[src/rtl/div_unit_pkg.sv]
// div_unit_pkg: shared definitions for the radix-2 restoring divider.
//   DIV_W   default operand/result width
//   state_e divider FSM encoding (IDLE -> BUSY -> DONE -> IDLE)
package div_unit_pkg;

  localparam int DIV_W = 32;

  typedef enum logic [1:0] {
    S_IDLE = 2'd0,
    S_BUSY = 2'd1,
    S_DONE = 2'd2
  } state_e;

endpackage

[src/rtl/div_unit.sv]
// div_unit: multi-cycle radix-2 restoring divider for the execute stage.
// Quotient goes to LO, remainder goes to HI. stall_div freezes F/D/E while
// the divider iterates.
// Ports:
//   clk, rst          clock, async active-high reset
//   start, signed_op  begin a divide (DIV when signed_op=1, DIVU otherwise)
//   annul             abort whatever is in flight; wins over start
//   a, b              dividend and divisor, captured on accept
//   stall_div         hazard-unit stall request
//   done              one-cycle pulse; quotient/remainder are valid
//   quotient          held until the next done
//   remainder         held until the next done
module div_unit
  import div_unit_pkg::*;
#(
  parameter int WIDTH = DIV_W
) (
  input  logic             clk,
  input  logic             rst,
  input  logic             start,
  input  logic             signed_op,
  input  logic             annul,
  input  logic [WIDTH-1:0] a,
  input  logic [WIDTH-1:0] b,
  output logic             stall_div,
  output logic             done,
  output logic [WIDTH-1:0] quotient,
  output logic [WIDTH-1:0] remainder
);

  localparam int CW = (WIDTH > 1) ? $clog2(WIDTH) : 1;

  state_e           state_q, state_d;
  logic [CW-1:0]    count_q, count_d;
  logic [WIDTH-1:0] rem_q, rem_d;        // partial remainder
  logic [WIDTH-1:0] dvd_q, dvd_d;        // dividend, shifted out as quotient shifts in
  logic [WIDTH-1:0] dvs_q, dvs_d;        // divisor magnitude
  logic             sgnq_q, sgnq_d;
  logic             sgnr_q, sgnr_d;
  logic [WIDTH-1:0] quotient_q, quotient_d;
  logic [WIDTH-1:0] remainder_q, remainder_d;
  logic             done_q, done_d;

  logic             accept;
  logic             last_iter;
  logic             q_bit;
  logic [WIDTH-1:0] a_mag, b_mag;
  logic [WIDTH:0]   rem_sh, rem_sub;     // one extra bit: 2*rem+1 can exceed WIDTH bits
  logic [WIDTH-1:0] rem_next, q_next;

  always_comb begin
    accept    = (state_q == S_IDLE) && start && !annul;
    last_iter = (count_q == CW'(WIDTH - 1));

    a_mag = (signed_op && a[WIDTH-1]) ? -a : a;
    b_mag = (signed_op && b[WIDTH-1]) ? -b : b;

    // One restoring step. A zero divisor always "fits", which yields
    // q = all-ones and r = |a| without any special casing.
    rem_sh   = {rem_q, dvd_q[WIDTH-1]};
    rem_sub  = rem_sh - {1'b0, dvs_q};
    q_bit    = (rem_sh >= {1'b0, dvs_q});
    rem_next = q_bit ? rem_sub[WIDTH-1:0] : rem_sh[WIDTH-1:0];
    q_next   = {dvd_q[WIDTH-2:0], q_bit};

    state_d     = state_q;
    count_d     = count_q;
    rem_d       = rem_q;
    dvd_d       = dvd_q;
    dvs_d       = dvs_q;
    sgnq_d      = sgnq_q;
    sgnr_d      = sgnr_q;
    quotient_d  = quotient_q;
    remainder_d = remainder_q;
    done_d      = 1'b0;

    case (state_q)
      S_IDLE: begin
        if (accept) begin
          state_d = S_BUSY;
          count_d = '0;
          rem_d   = '0;
          dvd_d   = a_mag;
          dvs_d   = b_mag;
          sgnq_d  = signed_op && (a[WIDTH-1] ^ b[WIDTH-1]);
          sgnr_d  = signed_op && a[WIDTH-1];
        end
      end
      S_BUSY: begin
        rem_d   = rem_next;
        dvd_d   = q_next;
        count_d = count_q + 1'b1;
        if (last_iter) begin
          // Result registers load on the edge into DONE, so they are
          // valid for the whole cycle that done is high.
          state_d     = S_DONE;
          quotient_d  = sgnq_q ? -q_next : q_next;
          remainder_d = sgnr_q ? -rem_next : rem_next;
          done_d      = 1'b1;
        end
      end
      S_DONE:  state_d = S_IDLE;
      default: state_d = S_IDLE;
    endcase

    if (annul) begin
      state_d     = S_IDLE;
      count_d     = '0;
      done_d      = 1'b0;
      quotient_d  = quotient_q;
      remainder_d = remainder_q;
    end
  end

  always_ff @(posedge clk or posedge rst) begin
    if (rst) begin
      state_q     <= S_IDLE;
      count_q     <= '0;
      rem_q       <= '0;
      dvd_q       <= '0;
      dvs_q       <= '0;
      sgnq_q      <= 1'b0;
      sgnr_q      <= 1'b0;
      quotient_q  <= '0;
      remainder_q <= '0;
      done_q      <= 1'b0;
    end else begin
      state_q     <= state_d;
      count_q     <= count_d;
      rem_q       <= rem_d;
      dvd_q       <= dvd_d;
      dvs_q       <= dvs_d;
      sgnq_q      <= sgnq_d;
      sgnr_q      <= sgnr_d;
      quotient_q  <= quotient_d;
      remainder_q <= remainder_d;
      done_q      <= done_d;
    end
  end

  // Stall is raised combinationally in the accept cycle so the operands in E
  // are not lost, and dropped in DONE so HI/LO write as the pipe advances.
  assign stall_div = accept || (state_q == S_BUSY);
  assign done      = done_q;
  assign quotient  = quotient_q;
  assign remainder = remainder_q;

endmodule

[config.mk]
export PLATFORM = sky130hd
export DESIGN_NAME = div_unit
export DESIGN_NICKNAME = d
export VERILOG_FILES = /design/src/rtl/div_unit_pkg.sv /design/src/rtl/div_unit.sv
export SDC_FILE = /design/constraint.sdc
export NUM_CORES = 1
export LEC_CHECK = 0
export BUFFER_PORTS_ARGS = -buffer_cell sky130_fd_sc_hd__buf_2
export CAP_MARGIN = 20
export CORE_ASPECT_RATIO = 1.1
export CORE_MARGIN = 2
export CORE_UTILIZATION = 30
export CTS_BUF_LIST = sky130_fd_sc_hd__clkbuf_8
export DETAILED_ROUTE_END_ITERATION = 12
export GPL_ROUTABILITY_DRIVEN = 0
export PLACE_DENSITY = 0.51
export SETUP_SLACK_MARGIN = 0.05
export SYNTH_ARGS = -nofsm -noshare
export SYNTH_HDL_FRONTEND = slang
export SYNTH_SLANG_ARGS = --single-unit
[constraint.sdc]
create_clock -name clk -period 10.7 [get_ports clk]
set_input_delay 0.535 -clock clk [delete_from_list [all_inputs] [get_ports clk]]
set_output_delay 0.535 -clock clk [all_outputs]
set_load 0.005 [all_outputs]
==> results of run 1 <==
## metal layers
metal  vias to the layer above  part of all wire (%)  wire length [um]
li1                       5196                     -                 -
met5                         -                     0                 0
met3                        37                   4.9              1820
met2                       314                    43             15760
met4                         0                   2.1               788
met1                      5034                    50             18640
## cell usage in the layout, fill, tap and decap left out, types with 19 or more instances in the layout
master | synthesis | final
xnor2_1 | 66 | 66
nor2_1 | 66 | 65
xor2_1 | 75 | 75
a22oi_1 | 35 | 35
ha_1 | 38 | 38
nor3_1 | 26 | 26
inv_1 | 50 | 52
a21oi_1 | 63 | 63
o21ai_0 | 218 | 218
nand2_1 | 202 | 202
dfrtp_1 | 170 | 170
o31ai_1 | 26 | 26
nand4_1 | 19 | 19
buf_2 | 13 | 134
## per-stage QoR
step | total power [mW] | utilization [%] | hold slack (ps)
5_1_grt | 3.690 | 34.39 | 296.2
2_1_floorplan | 2.310 | - | 449.8
4_1_cts | 3.412 | 34.38 | 242.9
6_report | 3.420 | 34.39 | 236.6
3_3_place_gp | 2.893 | 33.33 | 458.7
3_5_place_dp | 2.909 | 33.33 | 464.7
## state kept, by name, summed over array words and instances, names as in the netlist
register and flops:
count_q 5, done 1, dvd_q 32, dvs_q 32, quotient 32, rem_q 32
remainder 32, sgnq_q 1, sgnr_q 1, state_q 2
## cell usage after synthesis, types with 11 or more instances
cell type / number / area (um^2)
nor2_1: 66 / 247.7
o21ai_0: 218 / 1091
nor3_1: 26 / 130.1
buf_2: 13 / 65.06
a21o_1: 13 / 97.59
a21oi_1: 63 / 315.3
nor4_1: 15 / 93.84
clkbuf_1: 55 / 206.5
nand3_1: 18 / 90.09
nand2_1: 202 / 758.2
a22oi_1: 35 / 262.8
mux2i_1: 18 / 180.2
xnor2_1: 66 / 578.1
ha_1: 38 / 475.5
nand4_1: 19 / 118.9
o21a_1: 11 / 82.58
inv_1: 50 / 187.7
o31ai_1: 26 / 195.2
or4_1: 18 / 135.1
or3_1: 14 / 87.58
o41ai_1: 18 / 157.7
xor2_1: 75 / 656.9
and2_1: 11 / 68.82
dfrtp_1: 170 / 4254
nand2b_1: 12 / 75.07
## critical path, cell delays in order (launching register included)
cell	delay [ps]
dfrtp_1	440
ha_1	470
nand3_1	250
a21o_1	280
a21boi_1	450
o21ai_2	200
nand3_2	160
buf_4	480
nand2_1	100
o21ai_0	150
ha_1	260
nand3b_1	120
or3_1	340
or4_1	400
o41a_1	150
or2_1	320
or4_1	510
o31ai_2	210
xnor2_1	150
o21ai_1	70
## power breakdown
part / switching, mW / total (mW) / leakage (nW) / internal (mW)
logic: 1.31 / 2.04 / 3.27 / 0.733
registers: 0.141 / 0.886 / 2.24 / 0.745
clock network: 0.256 / 0.490 / 0.209 / 0.234
total: 1.71 / 3.42 / 5.72 / 1.71
## cells by family (layout without fill, tap and decap cells)
kind of cell / count (synthesis) / count (layout) / synth area share (%)
xor gates and xnor gates: 141 / 141 / 10.63
DFF: 170 / 170 / 36.63
muxes: 19 / 19 / 1.648
buffers and inverters: 121 / 226 / 4.116
adders and majority gates: 39 / 39 / 4.267
and+or+nand+nor: 442 / 442 / 18.21
AOI/OAI and AO/OA: 458 / 458 / 24.49
other: 0 / 1 / 0
## how the worst min path moves through the flow
stage | to | slack [ps] | start | depth (start not counted)
finish | quotient[15] | 240 | rst | 2
global placement | remainder[1] | 460 | remainder[1] | 2
floorplan | dvs_q[10] | 450 | dvs_q[10] | 2
detailed placement | quotient[23] | 460 | quotient[23] | 2
global route | quotient[15] | 300 | rst | 2
CTS | quotient[12] | 240 | rst | 2
## layout make-up
class | count | share of cell area (%)
multi-input combinational | 1099 | 52.55
clock inverter | 12 | 1.162
sequential | 170 | 32.39
clock buffer | 18 | 1.886
tap | 500 | 4.763
antenna | 1 | 0.01905
inverter | 51 | 1.496
timing repair buffer | 145 | 5.735
==> out/results.txt, run 1 <==
period utilisation layout = 53.08%
r2r startpoint = rem_q[3]
Std-Cell Core Area = 38190 um^2
Worst Clk Skew = 18.36 ps
kind of critical path = reg -> reg
Total GRT Usage = 18.55%
Max Transition Viols Final = 0
DR pass1 iterations = 5
dpl ws = 5108 ps
buffers added on ports = 134
async set-or-reset flop fraction in the synthesized netlist = 100.0%
Synth Net Count = 1498
Yosys warning count = 0
met3 usage = 2.514%
Slew HR = 33.93%
register-to-register setup slack = 5020 ps
fin crit period = 5679 ps
Starting DRT DRC Count = 670
Placed Instances = 1965
post-cts sizing count = 0
Crit. End Element = register
largest net degree at the start of global routing = 118
total CTS buffers = 17
# Post-CTS Setup Buffers = 0
Worst VDD drop = 103.2 uV
hold_buf cts = 0
fin cells = 1996
area of the mapped netlist = 11610 um^2
Hold Fails Final Rpt = 0
#FFs+latches synth = 170
FP Rows = 75
worst skew pair latency = 500 ps
placed cell area = 12730 um^2
post-route setup slack = 5021 ps
root buffer selected by CTS = clkbuf_8
number of flops mapped to enable cells by yosys = 0
Reg area = 4254 um^2
DR vias/cell = 5.301
RSZ-0062 raised after global routing = false
hold crit path type = in -> async
TritonCTS clock tree = done
number of remaining DRC errors = 0
starting density of the core = 30.40%
synth unique cells = 74
Worst Tran Pin Value = 991.0 ps
antenna viol nets, final = 0
H-tree depth = 4
Final HPWL DP = 28.09 mm
busiest grt layer = met1
multi-input logic area = 6902 um^2
LEAKAGE = 5.718 nW
startpoint types = register
CTS Buffer Depth = 2
Die W = 191.6 um
final setup violation count = 0
setup TNS = 0 ps
share of cells above drive strength 1 = 13.51%
run status = complete, no violations
Critical Path AT = 6040 ps
pwr/cell area = 260.4 nW/um^2
Worst Path Max Fanout = 45
Register-to-Register Path Depth = 19
dominant synthesized flop cell = dfrtp_1
Mean Syn Cell Area = 8.354 um^2
Worst R2R End = remainder[30]
synth-to-layout area growth = 13.10%
routed len/inst = 18.54 um
initial antenna violation count = 1
Filler Cell Count = 4023
synthesized netlist cell count = 1390
crit path launch = rem_q[3]
total grt overflow = 0
met1 Usage GRT = 27.86%
met2 Use GR = 27.20%
vias in the first global route = 10152
Critical Path Sink = remainder[30]
clock-pin slew on the worst setup and hold paths = 100 ps
Total Die Area = 40300 um^2
Final Instance Area = 13130 um^2
Routed WL = 37.01 mm
Die Ht = 210.3 um
critical path required time = 11060 ps
sequential fraction of the synthesis area = 36.63%
CTS Sinks = 170
nets = 1592
fmax = 0.1761 GHz
max cap viols = 0
io pins = 135
global-route wire length before repair = 58.15 mm
via count = 10581
Power figures use the tool's default switching activity.
==> run 2: changes to the inputs <==
--- a/config.mk
+++ b/config.mk
@@ -5,6 +5,7 @@
 export SDC_FILE = /design/constraint.sdc
 export NUM_CORES = 1
 export LEC_CHECK = 0
+export ABC_AREA = 1
 export BUFFER_PORTS_ARGS = -buffer_cell sky130_fd_sc_hd__buf_2
 export CAP_MARGIN = 20
 export CORE_ASPECT_RATIO = 1.1
@@ -13,7 +14,7 @@
 export CTS_BUF_LIST = sky130_fd_sc_hd__clkbuf_8
 export DETAILED_ROUTE_END_ITERATION = 12
 export GPL_ROUTABILITY_DRIVEN = 0
-export PLACE_DENSITY = 0.51
+export PLACE_DENSITY = 0.5
 export SETUP_SLACK_MARGIN = 0.05
 export SYNTH_ARGS = -nofsm -noshare
 export SYNTH_HDL_FRONTEND = slang
==> constraint.sdc (replaced) <==
create_clock -name clk -period 5.8 [get_ports clk]
set_input_delay 0.29 -clock clk [delete_from_list [all_inputs] [get_ports clk]]
set_output_delay 0.29 -clock clk [all_outputs]
set_load 0.005 [all_outputs]
==> out/results.txt, run 2 <==
LEAKAGE = 7.531 nW
most common cell in the synthesized netlist = nand2_1
buffers added on ports = 134
proportion of synthesized area in mux cells = 0%
number of remaining DRC errors = 0
wire length on met1 = 19.89 mm
synth-to-layout area growth = 12.51%
Die W = 199.9 um
dominant synthesized flop cell = dfrtp_1
largest net degree at the start of global routing = 96
WL met3 = 1.693 mm
routed len/inst = 17.48 um
Yosys top cell area share = 33.59%
post-synthesis compound-gate area fraction = 9.741%
critical path required time = 6170 ps
Yosys top cell by area = dfrtp_1
Routed WL = 45.12 mm
combinational power share = 64.3%
hold crit path type = in -> reg
Clk pwr share = 12.4%
DR vias/cell = 4.858
root buffer selected by CTS = clkbuf_8
sequential fraction of the synthesis area = 33.59%
synthesized netlist cell count = 1902
fin cells = 2582
final setup violation count = 0
Die Ht = 219.5 um
number of flops mapped to enable cells by yosys = 0
via count = 12544
Post-Synth Adder-Cell Area = 3.912%
Starting DRT DRC Count = 1029
CTS Sinks = 170
# Post-CTS Setup Buffers = 0
kind of critical path = reg -> reg
Seq pwr share = 23.4%
Worst Path Max Fanout = 23
fin crit period = 4261 ps
CTS Buffer Depth = 2
share of cells above drive strength 1 = 12.22%
vias in the first global route = 12372
starting density of the core = 30.53%
global-route wire length before repair = 70.41 mm
Filler Cell Count = 4580
startpoint types = register
period utilisation layout = 73.47%
RSZ-0062 raised after global routing = false
TritonCTS clock tree = done
commonest cells after routing, fill and taps aside = nand2_1, inv_1, dfrtp_1, nor2_1, nand3_1
Hold WS = 55.09 ps
run status = complete, no violations
async set-or-reset flop fraction in the synthesized netlist = 100.0%
total grt overflow = 0
Std-Cell Core Area = 41480 um^2
Worst VDD drop = 206.7 uV
io pins = 135
Total Die Area = 43880 um^2
total CTS buffers = 17
FP Rows = 78
Synth Area in Simple Gates = 36.47%
WL met2 = 21.53 mm
Switching Share = 57.42%
fmax = 0.2347 GHz
Crit. End Element = register
Synth Net Count = 2010
Worst Tran Pin Value = 1106 ps
area of the mapped netlist = 12660 um^2
# diodes = 0
Hold Fails Final Rpt = 0
#FFs+latches synth = 170
Mean Syn Cell Area = 6.659 um^2
nets = 2118
Slew HR = 26.17%
Critical Path AT = 4630 ps
setup TNS = 0 ps
ranking of synthesized cells by area = dfrtp_1, nand2_1, inv_1
xor and xnor fraction of the mapped netlist area = 6.432%
Total GRT Usage = 21.18%
max cap viols = 0
H-tree depth = 4
antenna viol nets, final = 0
pwr/cell area = 489.2 nW/um^2
Highest Signal Layer = met4
Placed Instances = 2550
clock-pin slew on the worst setup and hold paths = 110 ps
Worst Clk Skew = 21.09 ps
most common cell after layout, fill and taps aside = nand2_1
DR pass1 iterations = 8
Int Power = 2.968 mW
main combinational cell family by area after synthesis = simple AND/OR/NAND/NOR gates
Yosys warning count = 0
initial antenna violation count = 0
Net Sw Power = 4.003 mW
worst skew pair latency = 530 ps
Core Util, Final = 34.35%
Final HPWL DP = 35.22 mm
Max Transition Viols Final = 0
most common library cells after synthesis = nand2_1, inv_1, dfrtp_1, nor2_1, nand3_1
synth unique cells = 49
-- run 2: logic make-up (layout without fill, tap and decap cells) --
| group | count (synthesis) | count (layout) |
|---|---|---|
| AND/OR/NAND/NOR | 1075 | 1075 |
| buffers and inverters | 316 | 436 |
| AO/OA/AOI/OAI | 209 | 209 |
| flip-flops | 170 | 170 |
| XOR/XNOR | 93 | 93 |
| adder cells (fa/ha/maj) | 39 | 39 |
-- run 2: what timing repair did --
| action | 4_1_cts | 5_1_grt |
|---|---|---|
| endpoints found under the hold margin | 58 | 0 |
| gates resized for setup | 0 | 0 |
| hold buffers | 1 | 0 |
-- run 2: stage by stage --
step / setup slack (ps) / instance area (um^2) / power, mW
floorplan: 906.6 / 12660 / 4.668
finish: 1539 / 14250 / 6.971
CTS: 1588 / 14250 / 6.972
global placement: 1625 / 13850 / 6.080
detailed placement: 1594 / 13850 / 6.080
global route: 1047 / 14250 / 7.560
-- run 2: area by class of cell --
type	count	area [um^2]	area share, %
clock inverters	14	155.1	1.089
clock buffers	17	234.0	1.642
flip-flops and latches	170	4254	29.86
well taps	560	700.7	4.917
inverters	261	987.2	6.928
multi-input cells	1416	7169	50.32
repair buffers	144	748.2	5.251
-- run 2: final timing paths --
check	slack (ps)	to	cells after the start	startpoint
min	60	dvs_q[31]	3	b[31]
max reg2reg	1540	quotient[30]	25	rem_q[2]
max in group asynchronous	4080	quotient[30]	4	rst
min in group asynchronous	470	count_q[2]	3	rst
max	1540	quotient[30]	25	rem_q[2]
min reg2reg	490	remainder[12]	2	remainder[12]
-- run 2: layer usage --
metal  global-route usage [%]  vias to the layer above
li1                         -                     6242
met1                    26.78                     5895
met2                    35.57                      327
met3                    2.831                       80
met4                    10.20                        0
met5                        0                        -
-- run 2: power by group through the flow --
stage | sequential [mW] | clock, mW | combinational, mW
6_report | 1.63 | 0.861 | 4.48
3_5_place_dp | 1.65 | 0 | 4.43
3_3_place_gp | 1.64 | 0 | 4.44
5_1_grt | 1.66 | 0.941 | 4.96
2_1_floorplan | 1.56 | 0 | 3.11
4_1_cts | 1.63 | 0.892 | 4.45
-- run 2: worst max-delay path: stages, from the launching register on --
cell     delay (ps)
dfrtp_1         410
ha_1            380
nand2_1         150
inv_1            50
nand2_1          80
nand2_1          60
nand2_1          60
nand3_2         100
nand2_1         110
nand2_2          80
nand2_4         320
nand2_2         130
inv_4           130
ha_1            190
nand3_1         150
nor2_1          240
nand4_1         150
nor2_1          160
nand3_1         120
nor2_1          110
nand2_1          70
nor2_1          260
nand4_1         150
o21ai_0         220
xor2_1          150
o21ai_0          80
